## config.mk

```make
export PLATFORM = sky130hd
export DESIGN_NAME = maria_bus_arbiter
export DESIGN_NICKNAME = d
export VERILOG_FILES = /design/src/rtl/atari7800_pkg.sv /design/src/rtl/maria_bus_arbiter_wsync_hold.sv /design/src/rtl/maria_bus_arbiter.sv
export SDC_FILE = /design/constraint.sdc
export NUM_CORES = 1
export LEC_CHECK = 0
export CORE_MARGIN = 2
export CORE_UTILIZATION = 58
export DETAILED_ROUTE_END_ITERATION = 6
export PLACE_DENSITY_LB_ADDON = 0.3
export RECOVER_POWER = 50
export REMOVE_ABC_BUFFERS = 1
export SLEW_MARGIN = 30
export SYNTH_ARGS = -nofsm -noshare
export SYNTH_HDL_FRONTEND = slang
export SYNTH_SLANG_ARGS = --single-unit
```

## constraint.sdc

```tcl
create_clock -name pclk_2 -period 5.9 [get_ports pclk_2]
set_input_delay 1.475 -clock pclk_2 [delete_from_list [all_inputs] [get_ports pclk_2]]
set_output_delay 1.475 -clock pclk_2 [all_outputs]
set_load 0.05 [all_outputs]
```

## src/rtl/atari7800_pkg.sv

```systemverilog
// Shared types and constants for the Atari 7800 MARIA bus-side logic.
package atari7800_pkg;

  // Bus ownership sequence: CPU owns in IDLE, halted in HALT_WAIT,
  // MARIA drives in DMA, nobody drives in RELEASE.
  typedef enum logic [1:0] {
    IDLE      = 2'd0,
    HALT_WAIT = 2'd1,
    DMA       = 2'd2,
    RELEASE   = 2'd3
  } arb_state_t;

  localparam int DMA_CNT_W = 9;

endpackage

```

## src/rtl/maria_bus_arbiter_wsync_hold.sv

```systemverilog
// WSYNC ready hold: a WSYNC write drops CPU RDY until horizontal blank starts.
// The WSYNC write (hold set) beats a coincident hblank start.
module maria_bus_arbiter_wsync_hold (
  input  logic pclk_2,
  input  logic reset_b,
  input  logic wsync_hit,
  input  logic hblank_start,
  output logic ready
);

  // Set/reset flop; the hold request wins when both arrive together.
  always_ff @(posedge pclk_2 or negedge reset_b) begin
    if (!reset_b)          ready <= 1'b1;
    else if (wsync_hit)    ready <= 1'b0;
    else if (hblank_start) ready <= 1'b1;
  end

endmodule

```

## src/rtl/maria_bus_arbiter.sv

```systemverilog
// Address-bus arbiter between the 6502 and MARIA display-list DMA.
// Halts the CPU, waits HALT_LATENCY cycles, grants the bus, enforces a
// per-grant cycle budget and inserts a one-cycle turnaround on release.
module maria_bus_arbiter
  import atari7800_pkg::*;
#(
  parameter int HALT_LATENCY   = 2,
  parameter int MAX_DMA_CYCLES = 400
) (
  input  logic                 pclk_2,
  input  logic                 reset_b,
  input  logic                 dma_req,
  input  logic                 dma_done,
  input  logic                 wsync_hit,
  input  logic                 hblank_start,
  output logic                 halt_b,
  output logic                 drive_AB,
  output logic                 dma_grant,
  output logic                 ready,
  output logic                 dma_overrun,
  output logic [DMA_CNT_W-1:0] last_dma_len
);

  localparam logic [2:0]           HCNT_LOAD = 3'(HALT_LATENCY - 1);
  localparam logic [DMA_CNT_W-1:0] DCNT_LAST = DMA_CNT_W'(MAX_DMA_CYCLES - 1);
  localparam logic [DMA_CNT_W-1:0] BUDGET    = DMA_CNT_W'(MAX_DMA_CYCLES);
  localparam logic [DMA_CNT_W-1:0] DCNT_SAT  = '1;

  arb_state_t           state;
  logic [2:0]           hcnt;
  logic [DMA_CNT_W-1:0] dcnt;

  // Ownership FSM; halt_b / drive_AB are registered with the state change so
  // they always reflect the state being entered.
  always_ff @(posedge pclk_2 or negedge reset_b) begin
    if (!reset_b) begin
      state        <= IDLE;
      hcnt         <= '0;
      dcnt         <= '0;
      halt_b       <= 1'b1;
      drive_AB     <= 1'b0;
      dma_overrun  <= 1'b0;
      last_dma_len <= '0;
    end else begin
      case (state)
        IDLE: begin
          if (dma_req) begin
            state  <= HALT_WAIT;
            hcnt   <= HCNT_LOAD;
            halt_b <= 1'b0;
          end
        end
        HALT_WAIT: begin
          // Withdrawal still passes through RELEASE so halt_b rises cleanly.
          if (!dma_req) begin
            state <= RELEASE;
          end else if (hcnt == 3'd0) begin
            state    <= DMA;
            dcnt     <= '0;
            drive_AB <= 1'b1;
          end else begin
            hcnt <= hcnt - 3'd1;
          end
        end
        DMA: begin
          if (dcnt != DCNT_SAT) dcnt <= dcnt + DMA_CNT_W'(1);
          if (dma_done) begin
            state        <= RELEASE;
            drive_AB     <= 1'b0;
            last_dma_len <= dcnt + DMA_CNT_W'(1);
          end else if (dcnt == DCNT_LAST) begin
            state        <= RELEASE;
            drive_AB     <= 1'b0;
            last_dma_len <= BUDGET;
            dma_overrun  <= 1'b1;
          end
        end
        RELEASE: begin
          state  <= IDLE;
          halt_b <= 1'b1;
        end
        default: begin
          state    <= IDLE;
          halt_b   <= 1'b1;
          drive_AB <= 1'b0;
        end
      endcase
    end
  end

  assign dma_grant = drive_AB;

  maria_bus_arbiter_wsync_hold u_wsync_hold (
    .pclk_2       (pclk_2),
    .reset_b      (reset_b),
    .wsync_hit    (wsync_hit),
    .hblank_start (hblank_start),
    .ready        (ready)
  );

endmodule

```

==> results.toml <==
[flow_run]
maxCapViolCount = 0

[detailed_routing]
ant_nets = 0
wl_per_cell_microns = 15.9
viasPerCell = 6.09
drt_iter0_markers = 27
routed_wl_mm = 3.08
vias = 1181
drc = 0
drt_first_pass_iters = 4

[placed_design]
postPlaceCellArea_sq_um = 1670
io_buffers = 19
place.detailed.hpwl_mm = 2.27
dpl.cell_count = 190
gp_routability_congestion = 0.831
pre_cts_slack_ps = 2540

[clock_tree]
htree_num_levels = 1
clock_path_buffers = 2
cts_tree = "done"
cts_sinks = 27
cts_resized = 0
postCtsHoldBufs = 0
clock_latency_ps = 320
numCtsBuffers = 3
clockRootBuffer = "clkbuf_4"
postCtsSetupBuffers = 0
clkTransAtPathRegs_ps = 140

[hold_path]
hp-class = "flip-flop to flip-flop"
hp-start = "dma_overrun"
hold_end = "dma_overrun"
worstHoldPathCells = 1

[final_layout]
area_growth_pct = 13.7
drive_above_1_share_pct = 8.54
nets = 180
n_antenna_cell = 0
fin_area_sq_um = 1700
stdcell_count = 194

[power_and_ir_drop]
ir_drop_mv = 0.361
p_leak_nw = 0.756
p_per_area_nw_per_um2 = 474

[timing]
setup_violations = 0
maxSlewHeadroom_pct = 3.80
rsz0062_at_grt = "no"
min_period_ps = 3160
max_freq_mhz = 317
slew_violations = 0
worst_pin_slew_ps = 1440
finalSetupTns_ps = 0
finalWorstSetupSlack_ps = 2740
hold_viol_final = 0
period_share_pct = 53.5
skew_ps = 1.28
fin_hold_ws_ps = 476

[logic_synthesis]
netlist.area_leader.share_pct = 41.9
ys_seq_area_share_pct = 45.4
synth_cells = 148
ys_types = 49
syn_area_sq_um = 1490
synth_flop_cell = "dfrtp_1"
ys_ff_latch = 27
synth_edf_count = 0
yosys.area.top_type = "dfrtp_1"
async_flop_share_pct = 100
synth_area_leaders = "dfrtp_1 (42%), ha_1 (7.5%), o21ai_0 (4.0%)"
synth_warnings = 0
avgSynthCellArea_sq_um = 10.1

[worst_setup_path]
startpoint_type = "flip-flop"
path_delay_family = "buffers and inverters"
critPathMaxFanout = 3
cp.required_ps = 4430
r2r-start = "dcnt[0]"
crit_arrival_ps = 1680
worstSetupPathType = "flip-flop to primary output"
path_cells = "clkdlybuf4s50_1"
worstReg2RegEnd = "dcnt[6]"
slowest_delay_ps = 800
critPathBufInv = 1
cp-end-kind = "primary output"
cpMaxStageDelayCell = "clkdlybuf4s50_1"
rr_worst_depth = 8
reg2reg_slack_ps = 3530

[global_routing]
grt_first_pass_wirelength_mm = 5.22
antenna_found_initial = 0
grt_pass1_vias = 1091
grt_max_degree = 28
overflow = 0
grt.total_usage_pct = 24.2

[status]
status = "complete, no violations"

[floorplanning]
core_area_sq_um = 2450
die-width_microns = 54.7
fp-row-count = 18
die-area_sq_um = 3000
initial_utilization_pct = 60.8
pin_count = 20
die_h_microns = 54.7
[cells in the final DEF, fill, tap and decap left out, types with 3 or more instances in the layout]
master	count
nand2_1	16
clkbuf_4	3
dlygate4sd3_1	4
inv_1	6
nand3_1	7
a22o_1	4
o2bb2ai_1	4
dfrtp_1	25
and2_1	3
ha_1	9
a21oi_1	5
clkdlybuf4s50_1	15
nor2_1	6
o21ai_0	13
[Yosys cell counts, types with 2 or more instances]
cell type	count
a22o_2	2
buf_2	3
a22o_1	4
o32a_1	2
nand2_1	16
xor2_1	2
and2_1	3
o21ai_0	12
nor2_1	6
nand3_1	7
inv_1	6
o21a_1	2
dfstp_2	2
a21oi_1	5
ha_1	9
or2_2	2
nand2b_1	2
o2bb2ai_1	4
a31oi_1	2
dfrtp_1	25
nor2b_1	2
buf_6	2
a211oi_1	2
[area by class of cell]
| type | count | area, sq um |
|---|---|---|
| Clock buffer | 4 | 26.3 |
| Fill cell | 197 | 758 |
| Inverter | 6 | 22.5 |
| Multi-Input combinational cell | 107 | 738 |
| Sequential cell | 27 | 678 |
| Tap cell | 30 | 37.5 |
| Timing Repair Buffer | 20 | 194 |
[how the worst max path moves through the flow]
stage                  from  endpoint  slack (ps)  cells after the start
floorplan           dma_req   dcnt[6]        3340                      4
global placement    dma_req   dcnt[6]        2570                      5
detailed placement  dma_req   dcnt[6]        2540                      5
CTS                  halt_b    halt_b        2740                      1
global route        dma_req   dcnt[6]        2670                      5
finish               halt_b    halt_b        2740                      1
[cell families after synthesis]
| kind of cell | share of synthesized area [%] |
|---|---|
| compound gates | 21.4 |
| xor+xnor | 1.76 |
| simple gates | 17.4 |
| flops | 45.4 |
| buf+inv | 5.11 |
| fa+ha+maj | 7.54 |
| mux | 1.42 |
[metal layers]
layer	track usage [%]	part of all wire [%]	vias up
li1	-	-	567
met1	33.9	48	586
met2	40.3	48	26
met3	2.73	3.6	2
met4	5.00	0.65	0
met5	0	0	-
[flip-flops by register name (all words and copies together), names as in the netlist]
signal and count:
state 2, halt_b 1, dma_grant 1, hcnt 3
u_wsync_hold.ready 1, dcnt 9, dma_overrun 1, last_dma_len 9
[stage by stage]
stage | utilization (%) | power [W]
after global placement | 68.2 | 0.000703
after global routing | 69.1 | 0.000864
after detailed placement | 68.2 | 0.000727
after CTS | 69.3 | 0.000807
final | 69.1 | 0.000805
after floorplan | - | 0.000594
[where the power goes]
part / switching [W] / total [W] / internal (W)
combinational: 0.000276 / 0.000437 / 0.000161
sequential: 0.0000471 / 0.000288 / 0.000241
clock: 0.0000541 / 0.0000805 / 0.0000264
total: 0.000377 / 0.000805 / 0.000428
Power figures use the tool's default switching activity.
